## src/rtl/dp_adder_job_ctrl_pkg.sv

```systemverilog
// dp_adder_job_ctrl_pkg: shared state encoding and counter width for the adder job controller
package dp_adder_job_ctrl_pkg;
  localparam int DP_CTRL_CNT_WIDTH = 16;
  typedef enum logic [2:0] {IDLE, SETUP, RUN, DRAIN, DONE} dp_ctrl_state_e;
endpackage

```

## src/rtl/dp_adder_job_ctrl_beat_counter.sv

```systemverilog
// dp_beat_counter: saturating beat counter that clears on job accept and stops at the job length
module dp_beat_counter #(
  parameter int W = 16
) (
  input  logic         clk,
  input  logic         rst,
  input  logic         clr,
  input  logic         inc,
  input  logic [W-1:0] limit,
  output logic [W-1:0] cnt,
  output logic         reached
);
  assign reached = cnt >= limit;
  always_ff @(posedge clk or posedge rst)
    if (rst) cnt <= '0;
    else if (clr) cnt <= '0;
    else if (inc && !reached) cnt <= cnt + W'(1);
endmodule

```

## src/rtl/dp_adder_job_ctrl.sv

```systemverilog
// dp_adder_job_ctrl: job sequencer for the dual-lane result adder
// Optional sticky protocol checker enabled by defining DP_ADDER_CTRL_ERR_EN.
module dp_adder_job_ctrl
  import dp_adder_job_ctrl_pkg::*;
#(
  parameter int CNT_WIDTH = DP_CTRL_CNT_WIDTH
) (
  input  logic                 clk_i,
  input  logic                 rst_i,
  input  logic                 test_mode_i,
  input  logic                 job_valid_i,
  output logic                 job_ready_o,
  input  logic                 job_add_i,
  input  logic [CNT_WIDTH-1:0] job_len_i,
  input  logic                 dp0_hs_i,
  input  logic                 dp1_hs_i,
  input  logic                 out0_hs_i,
  input  logic                 out1_hs_i,
  output logic                 add_enable_o,
  output logic                 gate0_o,
  output logic                 gate1_o,
  output logic                 busy_o,
  output logic                 done_o,
  output logic [CNT_WIDTH-1:0] out_cnt_o,
  output logic                 err_o
);
  dp_ctrl_state_e state, nxt;
  logic [CNT_WIDTH-1:0] len, c0, c1, o0, o1;
  logic r0, r1, q0, q1, accept, run, cnt_en, in_done, out_done, unused_ok;
  assign unused_ok = test_mode_i;
  assign accept    = job_valid_i & job_ready_o;
  assign run       = state == RUN;
  assign cnt_en    = run | (state == DRAIN);
  assign in_done   = r0 & (add_enable_o | r1);
  assign out_done  = q1 & (add_enable_o | q0);
  assign out_cnt_o = add_enable_o ? o1 : o0;
  always_ff @(posedge clk_i or posedge rst_i)
    if (rst_i) state <= IDLE;
    else state <= nxt;
  always_ff @(posedge clk_i or posedge rst_i)
    if (rst_i) begin
      add_enable_o <= 1'b0;
      len          <= '0;
    end else if (accept) begin
      add_enable_o <= job_add_i;
      len          <= job_len_i;
    end
  always_comb begin
    nxt = state;
    case (state)
      IDLE:    if (accept) nxt = (job_len_i == '0) ? DONE : SETUP;
      SETUP:   nxt = RUN;
      RUN:     if (in_done) nxt = out_done ? DONE : DRAIN;
      DRAIN:   if (out_done) nxt = DONE;
      default: nxt = IDLE;
    endcase
  end
  always_comb begin
    job_ready_o = state == IDLE;
    busy_o      = state != IDLE;
    done_o      = state == DONE;
    gate0_o     = run & !r0;
    gate1_o     = run & (add_enable_o ? !r0 : !r1);
  end
  // in add mode counter c0 tracks pairs and c1 stays idle
  dp_beat_counter #(.W(CNT_WIDTH)) u_c0 (.clk(clk_i), .rst(rst_i), .clr(accept),
    .inc(run & dp0_hs_i & (dp1_hs_i | !add_enable_o)), .limit(len), .cnt(c0), .reached(r0));
  dp_beat_counter #(.W(CNT_WIDTH)) u_c1 (.clk(clk_i), .rst(rst_i), .clr(accept),
    .inc(run & !add_enable_o & dp1_hs_i), .limit(len), .cnt(c1), .reached(r1));
  dp_beat_counter #(.W(CNT_WIDTH)) u_o0 (.clk(clk_i), .rst(rst_i), .clr(accept),
    .inc(cnt_en & !add_enable_o & out0_hs_i), .limit(len), .cnt(o0), .reached(q0));
  dp_beat_counter #(.W(CNT_WIDTH)) u_o1 (.clk(clk_i), .rst(rst_i), .clr(accept),
    .inc(cnt_en & out1_hs_i), .limit(len), .cnt(o1), .reached(q1));
`ifdef DP_ADDER_CTRL_ERR_EN
  logic err_set;
  assign err_set = (dp0_hs_i & !gate0_o) | (dp1_hs_i & !gate1_o)
                 | ((out0_hs_i | out1_hs_i) & (state == IDLE || state == SETUP))
                 | (out0_hs_i & q0 & !add_enable_o) | (out1_hs_i & q1)
                 | (add_enable_o & (dp0_hs_i ^ dp1_hs_i));
  always_ff @(posedge clk_i or posedge rst_i)
    if (rst_i) err_o <= 1'b0;
    else err_o <= err_o | err_set;
`else
  assign err_o = 1'b0;
`endif
endmodule
```

## config.mk

```make
export PLATFORM = sky130hd
export DESIGN_NAME = dp_adder_job_ctrl
export DESIGN_NICKNAME = d
export VERILOG_FILES = /design/src/rtl/dp_adder_job_ctrl_pkg.sv /design/src/rtl/dp_adder_job_ctrl_beat_counter.sv /design/src/rtl/dp_adder_job_ctrl.sv
export SDC_FILE = /design/constraint.sdc
export NUM_CORES = 1
export LEC_CHECK = 0
export BUFFER_PORTS_ARGS = -buffer_cell sky130_fd_sc_hd__buf_4
export CAP_MARGIN = 20
export CELL_PAD_IN_SITES_DETAIL_PLACEMENT = 0
export CELL_PAD_IN_SITES_GLOBAL_PLACEMENT = 2
export CORE_MARGIN = 10
export CORE_UTILIZATION = 42
export DETAILED_ROUTE_END_ITERATION = 10
export HOLD_SLACK_MARGIN = 0.15
export PLACE_DENSITY = 0.95
export SETUP_SLACK_MARGIN = 0.15
export SLEW_MARGIN = 20
export SYNTH_ARGS = -nofsm -noshare
export SYNTH_HDL_FRONTEND = slang
export SYNTH_HIERARCHICAL = 1
export SYNTH_SLANG_ARGS = --single-unit
```

## constraint.sdc

```tcl
create_clock -name clk_i -period 5.2 [get_ports clk_i]
set_input_delay 0 -clock clk_i [delete_from_list [all_inputs] [get_ports clk_i]]
set_output_delay 0 -clock clk_i [all_outputs]
set_load 0.01 [all_outputs]
```

After elaboration in Yosys (flattened, before gate mapping)
Index checks and enable logic that the tools add are counted.
{"block": "word_totals", "output_inout_bits": 23, "wordCells": 71, "reg_bits": 84, "in_bits": 25}
{"block": "classes", "muxes": 16, "n_lt_le_gt_ge": 4, "addsub": 4, "bitwise": 16, "n_eq_ne": 7, "n_reduce_logical": 17}
{"cell": "16-bit two-way mux", "n": 9}
{"cell": "16-bit by 1-bit adder with 16-bit output (second input constant)", "n": 4}
{"cell": "16-bit greater-or-equal comparator", "n": 4}
{"cell": "16-bit logical NOT", "n": 1}
{"cell": "3-bit two-way mux", "n": 5}
{"cell": "1-bit bitwise AND", "n": 12}
{"cell": "3-bit case mux with 4 select lines", "n": 1}
{"cell": "2-bit nonzero test", "n": 4}
{"cell": "3-bit by 2-bit == test with 1-bit output (second input constant)", "n": 2}
{"cell": "1-bit logical NOT", "n": 5}
{"cell": "1-bit logical AND", "n": 4}
{"cell": "2-bit by 1-bit inequality test with 1-bit output (second input constant)", "n": 2}
{"cell": "1-bit bitwise OR", "n": 4}
{"cell": "3-bit by 1-bit == test with 1-bit output (second input constant)", "n": 1}
{"cell": "3-bit == test (second input constant)", "n": 1}
{"cell": "3-bit logical NOT", "n": 1}
{"cell": "3-bit AND reduction", "n": 1}
{"cell": "3-bit nonzero test", "n": 1}
{"cell": "2-bit inequality test (second input constant)", "n": 1}
{"cell": "1-bit two-way mux", "n": 1}

Logic depth before layout (Yosys ltp)
Gate-level depths: netlist (run 1).
{"block": "logic_depth", "depth_word": 7, "ltp_mapped": 11, "mapped_depth_nobuf": 9}

Cells and area by module
The synthesis (run 1) kept the hierarchy.
{"module": "dp_beat_counter", "area_per_inst_um2": 1348.8, "cells_per_inst": 152, "seq_area_each_um2": 400.4, "n_inst": 4}
{"module": "dp_adder_job_ctrl", "area_per_inst_um2": 1194.9, "cells_per_inst": 98, "seq_area_each_um2": 500.5, "n_inst": 1}

Worst setup path before layout (run 1)
No wires, ideal clock.
{"block": "synth_timing", "kind": "register -> register", "from": "reg u_o0.cnt[0]", "to": "reg state[2]", "arrival_ps": 2245, "slack_ps": 2824, "required_ps": 5070, "stages_incl_launch_ff": 12, "setup_ps": 130, "synth_period_minus_slack_ps": 2376, "n_path_buf": 2, "cell_sequence": "dfrtp_1 inv_1 ha_1 nand2b_4 a2111oi_4 o21a_2 o211ai_4 buf_6 buf_2 o211a_1 o211ai_1 a211oi_1"}
{"block": "synth_between", "elab_chain_len": 6, "elab_cells_between_ends": 8, "cone_classes": "order compare (1); eq/ne (1); mux (3); bitwise (2); reduce/logical (1)"}
{"element": "start: declaration", "line_no": "dp_adder_job_ctrl_beat_counter.sv:10", "text": "output logic [W-1:0] cnt,"}
{"element": "start signal: assignment", "line_no": "dp_adder_job_ctrl_beat_counter.sv:17", "text": "else if (inc && !reached) cnt <= cnt + W'(1);"}
{"element": "16-bit greater-or-equal comparator *", "line_no": "dp_adder_job_ctrl_beat_counter.sv:13", "text": "assign reached = cnt >= limit;"}
{"element": "named net q0", "line_no": "dp_adder_job_ctrl.sv:29", "text": "logic r0, r1, q0, q1, accept, run, cnt_en, in_done, out_done, unused_ok;"}
{"element": "1-bit bitwise OR *", "line_no": "dp_adder_job_ctrl.sv:35", "text": "assign out_done = q1 & (add_enable_o | q0);"}
{"element": "1-bit bitwise AND *", "line_no": "dp_adder_job_ctrl.sv:35"}
{"element": "3-bit two-way mux (2 in series)", "line_no": "dp_adder_job_ctrl.sv:53", "text": "RUN: if (in_done) nxt = out_done ? DONE : DRAIN;"}
{"element": "3-bit case mux with 4 select lines", "line_no": "dp_adder_job_ctrl.sv:50", "text": "case (state)"}
{"element": "end signal: assignment", "line_no": "dp_adder_job_ctrl.sv:39", "text": "else state <= nxt;"}
{"element": "end: declaration", "line_no": "dp_adder_job_ctrl.sv:27", "text": "dp_ctrl_state_e state, nxt;"}
The timed path passes the listed nets; every way through them passes the cells marked *. The select of a mux whose other input is x is not followed.
A chain may end at the register's enable or synchronous reset.

Worst setup path after layout (run 1)
{"block": "layout_timing", "from": "reg add_enable_o", "to": "reg u_c1.cnt[12]"}
{"block": "layout_between", "elab_chain_len": 5}
{"element": "start: declaration", "line_no": "dp_adder_job_ctrl.sv:19", "text": "output logic add_enable_o,"}
{"element": "start signal: assignment", "line_no": "dp_adder_job_ctrl.sv:45", "text": "add_enable_o <= job_add_i;"}
{"element": "1-bit logical NOT", "line_no": "dp_adder_job_ctrl.sv:69", "text": ".inc(run & !add_enable_o & dp1_hs_i), .limit(len), .cnt(c1), .reached(r1));"}
{"element": "1-bit bitwise AND (2 in series)", "line_no": "dp_adder_job_ctrl.sv:69"}
{"element": "1-bit logical AND", "line_no": "dp_adder_job_ctrl_beat_counter.sv:17"}
{"element": "2-bit nonzero test (no line)"}
{"element": "end signal: assignment", "line_no": "dp_adder_job_ctrl_beat_counter.sv:17"}
{"element": "end: declaration", "line_no": "dp_adder_job_ctrl_beat_counter.sv:10"}
No other way between the ends.

==> results of run 1 <==
## layout by cell type (no fill, tap or decap), drive strengths merged, types with 6 or more instances in the layout
cell type,count
or2,6
or3,13
buf,46
o211ai,6
clkinv,8
nor4,20
a21oi,60
nand2,30
mux2,44
nor2b,16
inv,88
clkbuf,9
nand3,21
ha,68
o21ai,32
dfrtp,84
nand4,21
nor3,16
dlygate4sd3,20
a211oi,6
o21a,8
o31ai,37
or4,36
nor2,32
## metrics by stage
stage / hold WS (ns) / std cells
floorplan: -0.0863 / 706
global placement: 0.159 / 941
detailed placement: 0.173 / 941
CTS: 0.257 / 977
global route: 0.353 / 978
finish: 0.267 / 978
## path summary, 6_finish.rpt
path / to / slack (ns)
setup / recovery: u_c1/cnt[12] / 2.01
hold / removal: u_c0/cnt[13] / 0.27
setup reg to reg: u_c1/cnt[12] / 2.01
hold reg to reg: state[1] / 0.54
max in group asynchronous: state[2] / 4.30
min in group asynchronous: u_o0/cnt[13] / 0.33
## what timing repair did
| action | 4_1_cts | 5_1_grt |
|---|---|---|
| hold buffers | 20 | 0 |
| resized for setup | 0 | 0 |
| setup endpoints to repair | 0 | 0 |
| hold endpoints to repair | 103 | 0 |
## synth_stat cells (all sizes together), types with 8 or more instances
library cell  number  area (um^2)
a21oi             60          300
buf               16          123
dfrtp             84         2100
ha                68          851
inv               88          330
mux2              44          526
nand2             30          115
nand3             21          105
nand4             21          131
nor2              32          123
nor2b             16          100
nor3              16          100
nor4              20          200
o21a               8         65.1
o21ai             32          160
o31ai             37          278
or3               13         82.6
or4               36          270
## layout make-up
type                       instances  area, um^2  area share [%]
timing repair buffer              66         558            7.39
multi-input combinational        509        4000            53.0
clock inverter                     7        53.8           0.713
tap                              211         264            3.50
inverter                          92         345            4.57
clock buffer                       9         225            2.98
sequential                        84        2100            27.8
## power by group through the flow
stage	Combinational [uW]	Clock, uW	Sequential [uW]
after floorplan	597	0	875
after global placement	725	0	969
after detailed placement	757	0	976
after CTS	775	631	965
after global routing	876	658	986
final	772	618	963
## cell families (layout without fill, tap and decap cells)
| logic type | after synthesis | after routing | share of synthesized area [%] |
|---|---|---|---|
| other cells | 1 | 1 | 0.0569 |
| simple gates | 224 | 224 | 21.1 |
| buf+inv | 113 | 174 | 7.39 |
| mux | 44 | 44 | 7.97 |
| compound gates | 172 | 172 | 18.7 |
| flops | 84 | 84 | 31.9 |
| fa+ha+maj | 68 | 68 | 12.9 |
## worst reg2reg max path, cell delays in order, from the launching register on
cell and delay, ns:
dfrtp_1 0.73, nor4b_1 1.06, clkinv_1 0.53, nor4_2 0.40, mux2_1 0.35
## registers in the layout, summed over array words and instances (netlist names)
register and cells:
add_enable_o 1, len 16, state 3, u_c0/cnt 16
u_c1/cnt 16, u_o0/cnt 16, u_o1/cnt 16
## per-layer routing
metal,vias to the layer above,track usage [%],wire length (um)
met5,-,0,0
met4,0,4.75,301
met3,23,3.60,827
met2,175,27.6,8430
met1,2814,22.7,8510
li1,2730,-,-
==> results.toml, run 1 <==
[critical_path]
worstRegToRegCells = 4
cp-start-kind = "flip-flop"
cp_top_family = "simple AND/OR/NAND/NOR gates"
cp_num_cells = 4
arrival_ns = 3.43
slowest_delay_ns = 1.06
crit_chain = "nor4b_1 > clkinv_1 > nor4_2 > mux2_1"
critPathLaunch = "add_enable_o"
required_ns = 5.44
cp-end-kind = "flip-flop"
critPathMaxFanout = 25
timing.rr.start = "add_enable_o"
crit_type = "flip-flop to flip-flop"
crit_buf_inv = 1
slowest_stage = "nor4b_1"

[synth]
syn_nets = 799
syn-cell-area_um2 = 6590
ys_seq_elements = 84
async_flop_share_pct = 100
yosysWarnings = 6
synth_edf_count = 0
ys_seq_area_share_pct = 31.9
netlist_instances = 706
syn_area_per_cell_um2 = 9.33
synth_flop_cell = "dfrtp_1"
synth.distinct_cells = 55

[cells_and_area]
fin_area_um2 = 7550
final_util_pct = 49.3
nNetsFinal = 855
fill_cells = 1446
syn2layout_area_growth_pct = 14.6
drive_gt1_share_pct = 18.6
diodes = 0

[routing]
vias = 5742
post_drt_wl_per_cell_um = 18.5
drt-pass1-iter-count = 5
drt_wl_total_mm = 18.1
drc = 0
vias_per_cell = 5.87
final_antenna_net_count = 0
drtIter0Drc = 422

[power]
power-per-cell-area_nw_per_um2 = 312
switching_share_pct = 38.0
switchingPower_uw = 894
leakagePower_uw = 0.00327
sequentialPowerShare_pct = 40.9
combPwrFrac_pct = 32.8
fin_total_pwr_uw = 2350
peakVddDrop_uv = 311
p_int_uw = 1460
clkPwrFrac_pct = 26.3

[sta]
rsz0062_at_grt = "false"
period_share_pct = 61.3
skew_ns = 0.00719
slew_headroom_pct = 27.7
hold_violations = 0
max_freq_mhz = 314
fin_ws_ns = 2.01
max_slew.worst_pin.slew_ns = 1.07
layout_min_cycle_time_ns = 3.19
drv_slew = 0
setup_viol = 0
fin_setup_tns_ns = 0

[global_route]
grt_pass1_wl_mm = 30.0
grt_usage_pct = 17.1
grt_pass1_vias = 5677
overflow = 0
antenna_found_initial = 0
grt_max_degree = 94

[clock_network]
cts_sinks = 84
post-cts-setup-buffers = 0
cts-root-buf = "clkbuf_16"
tritoncts = "done"
clk_pin_slew_worst_paths_ns = 0.07
cts.path.max_buffers = 2
cts_made_buffers = 9
ctsHtreeMaxLevel = 3
clk_latency_ns = 0.35

[worst_hold_path]
hold_start = "dp0_hs_i"
min_path_cells = 6
holdCritPathClass = "input port to flip-flop"

[placed_design]
port_buffers = 45
hpwlAfterDp_mm = 12.9
routabilityCongestion = 0.842
pre_cts_slack_ns = 2.06
post_dp_cell_area_um2 = 7050

[floorplanning]
die_w_um = 145
start_util_pct = 43.0
core_area_um2 = 15300
io_pins = 48
core.rowCount = 45
dieHeight_um = 145
die_area_um2 = 21100

[job]
timing.max_cap.violations = 0

[outcome]
outcome = "complete, no violations"
(Power assumes the default switching activity.)
==> inputs of run 2 (changes only) <==
--- a/config.mk
+++ b/config.mk
@@ -5,15 +5,16 @@
 export SDC_FILE = /design/constraint.sdc
 export NUM_CORES = 1
 export LEC_CHECK = 0
+export ABC_AREA = 1
 export BUFFER_PORTS_ARGS = -buffer_cell sky130_fd_sc_hd__buf_4
 export CAP_MARGIN = 20
 export CELL_PAD_IN_SITES_DETAIL_PLACEMENT = 0
 export CELL_PAD_IN_SITES_GLOBAL_PLACEMENT = 2
 export CORE_MARGIN = 10
-export CORE_UTILIZATION = 42
+export CORE_UTILIZATION = 32
 export DETAILED_ROUTE_END_ITERATION = 10
 export HOLD_SLACK_MARGIN = 0.15
-export PLACE_DENSITY = 0.95
+export PLACE_DENSITY = 0.86
 export SETUP_SLACK_MARGIN = 0.15
 export SLEW_MARGIN = 20
 export SYNTH_ARGS = -nofsm -noshare
==> constraint.sdc (replaced) <==
create_clock -name clk_i -period 2.8 [get_ports clk_i]
set_input_delay 0 -clock clk_i [delete_from_list [all_inputs] [get_ports clk_i]]
set_output_delay 0 -clock clk_i [all_outputs]
set_load 0.01 [all_outputs]
==> run 2 against run 1 <==
  * Synthesized cell count is 47% higher
  * Sequential share of layout area is 2.8 points lower
  * Area after synthesis is 12% higher
  * Hold slack better by 0.029 ns
  * Routed wire length is 15% higher
  * Critical path depth is 6 higher
  * Register-to-register slack worse by 1.5 ns
  * Clock power is 120% higher
  * Combinational power grew to 5.2 times the previous value
  * First-iteration DRC count is 2.8% higher
  * Die area is 39% higher
  * Critical path type is now flip-flop to output pin
  * Critical endpoint is now gate1_o
==> results.toml, run 2 <==
[routing]
vias_per_cell = 4.59
drc = 0
drt_wl_total_mm = 20.7
post_drt_wl_per_cell_um = 15.0
drt-pass1-iter-count = 7
vias = 6337
drtIter0Drc = 434
final_antenna_net_count = 0

[synth]
synth.distinct_cells = 35
ys_seq_elements = 84
synth.most_common_cell = "nand2_1"
synth_area_leader_cell = "dfrtp_1"
syn-cell-area_um2 = 7350
synth_top_cells_by_area = "dfrtp_1 (29%), nand2_1 (15%), ha_1 (12%)"
synth_flop_cell = "dfrtp_1"
syn_area_per_cell_um2 = 7.09
synth_edf_count = 0
ys_top_cells_by_count = "nand2_1 (296), inv_1 (113), nor2_1 (108), nand3_1 (94), dfrtp_1 (84)"
netlist_instances = 1037
syn_nets = 1130
synth_top_cell_area_share_pct = 28.6
async_flop_share_pct = 100
ys_seq_area_share_pct = 28.6
yosysWarnings = 6

[floorplanning]
dieHeight_um = 172
start_util_pct = 32.5
die_area_um2 = 29400
io_pins = 48
core.rowCount = 55
core_area_um2 = 22600
die_w_um = 172

[power]
power-per-cell-area_nw_per_um2 = 918
peakVddDrop_uv = 335
leakagePower_uw = 0.00435

[clock_network]
post-cts-setup-buffers = 0
clk_latency_ns = 0.35
cts_sinks = 84
cts_made_buffers = 9
ctsHtreeMaxLevel = 3
clk_pin_slew_worst_paths_ns = 0.06
cts.path.max_buffers = 2
cts-root-buf = "clkbuf_16"
tritoncts = "done"

[global_route]
antenna_found_initial = 0
grt_usage_pct = 14.6
grt_pass1_vias = 6289
overflow = 0
grt_pass1_wl_mm = 34.0
grt_max_degree = 28

[sta]
skew_ns = 0.00736
slew_headroom_pct = 47.9
hold_violations = 0
period_share_pct = 88.7
max_slew.worst_pin.slew_ns = 0.780
max_freq_mhz = 403
drv_slew = 0
rsz0062_at_grt = "false"
holdWs_ns = 0.296
setup_viol = 0
layout_min_cycle_time_ns = 2.48
fin_setup_tns_ns = 0

[critical_path]
required_ns = 2.80
arrival_ns = 2.48
critPathLaunch = "len[9]"
critPathMaxFanout = 5
cp-end-kind = "output pin"
crit_type = "flip-flop to output pin"
cp-start-kind = "flip-flop"
timing.rr.start = "len[9]"

[outcome]
outcome = "complete, no violations"

[placed_design]
hpwlAfterDp_mm = 15.1
port_buffers = 45
routabilityCongestion = 0.810

[cells_and_area]
layout_common_cells = "nand2_1 (296), inv_1 (113), nor2_1 (108)"
nNetsFinal = 1185
final_common_cell = "nand2_1"
diodes = 0
drive_gt1_share_pct = 17.9
syn2layout_area_growth_pct = 14.4

[worst_hold_path]
holdCritPathClass = "input port to flip-flop"
hold_start = "out1_hs_i"

[job]
timing.max_cap.violations = 0
run 2: layout make-up:
type	instances	area, um^2
clock buffers	11	253
clock inverters	5	83.8
fillers	2387	14200
inverters	130	488
multi-input cells	796	4540
flip-flops and latches	84	2100
well taps	285	357
repair buffers	71	581
run 2: timing repair:
item	CTS	global route
resized for setup	0	1
hold buffers	19	0
endpoints found under the setup margin	0	1
endpoints found under the hold margin	104	0
run 2: routing by layer:
layer  GRT usage (%)  part of all wire, %  vias to the layer above  wire (um)
met2            22.9                   44                       92       9060
met3            2.75                  3.7                       13        771
met1            20.3                   52                     2858      10700
met5               0                    0                        -          0
met4            3.36                 0.82                        0        169
li1                -                    -                     3374          -
run 2: final timing paths:
path	cells after the start	endpoint	slack, ns
setup reg to reg	11	state[2]	0.52
hold / removal	6	u_o1/cnt[12]	0.30
hold reg to reg	2	u_c1/cnt[13]	0.55
setup / recovery	10	gate1_o	0.32
max in group asynchronous	3	len[1]	1.87
min in group asynchronous	3	u_c1/cnt[12]	0.35
run 2: cell families (layout without fill, tap and decap cells):
family          count (synthesis)  count (layout)  synth area share, %
simple gates                  620             620                 40.0
flops                          84              84                 28.6
other cells                     1               1               0.0510
xor+xnor                       40              40                 4.77
compound gates                 67              67                 5.38
fa+ha+maj                      68              68                 11.6
buf+inv                       157             217                 9.62
run 2: report_power, final:
group / total [uW] / internal [uW] / switching [uW]
logic: 4000 / 1470 / 2530
clock network: 1380 / 833 / 545
registers: 2330 / 1590 / 742
run 2: worst max-delay path: stages (launching register included):
cell and delay, ns:
dfrtp_1 0.50, inv_1 0.09, ha_1 0.32, a21oi_1 0.15
o21ai_1 0.11, a21oi_4 0.18, nand2_1 0.10, nor2_1 0.25
nand2_1 0.08, o31ai_1 0.14, buf_4 0.21
run 2: metrics by stage:
step | instances | area, um^2 | utilization [%] | total power [uW] | setup slack, ns
floorplan | 1037 | 7350 | - | 5280 | 0.929
global placement | 1347 | 7880 | 34.8 | 6290 | 0.538
detailed placement | 1347 | 7880 | 34.8 | 6350 | 0.533
CTS | 1382 | 8400 | 37.1 | 7800 | 0.307
global route | 1382 | 8400 | 37.1 | 8510 | 0.174
finish | 1382 | 8400 | 37.1 | 7710 | 0.316
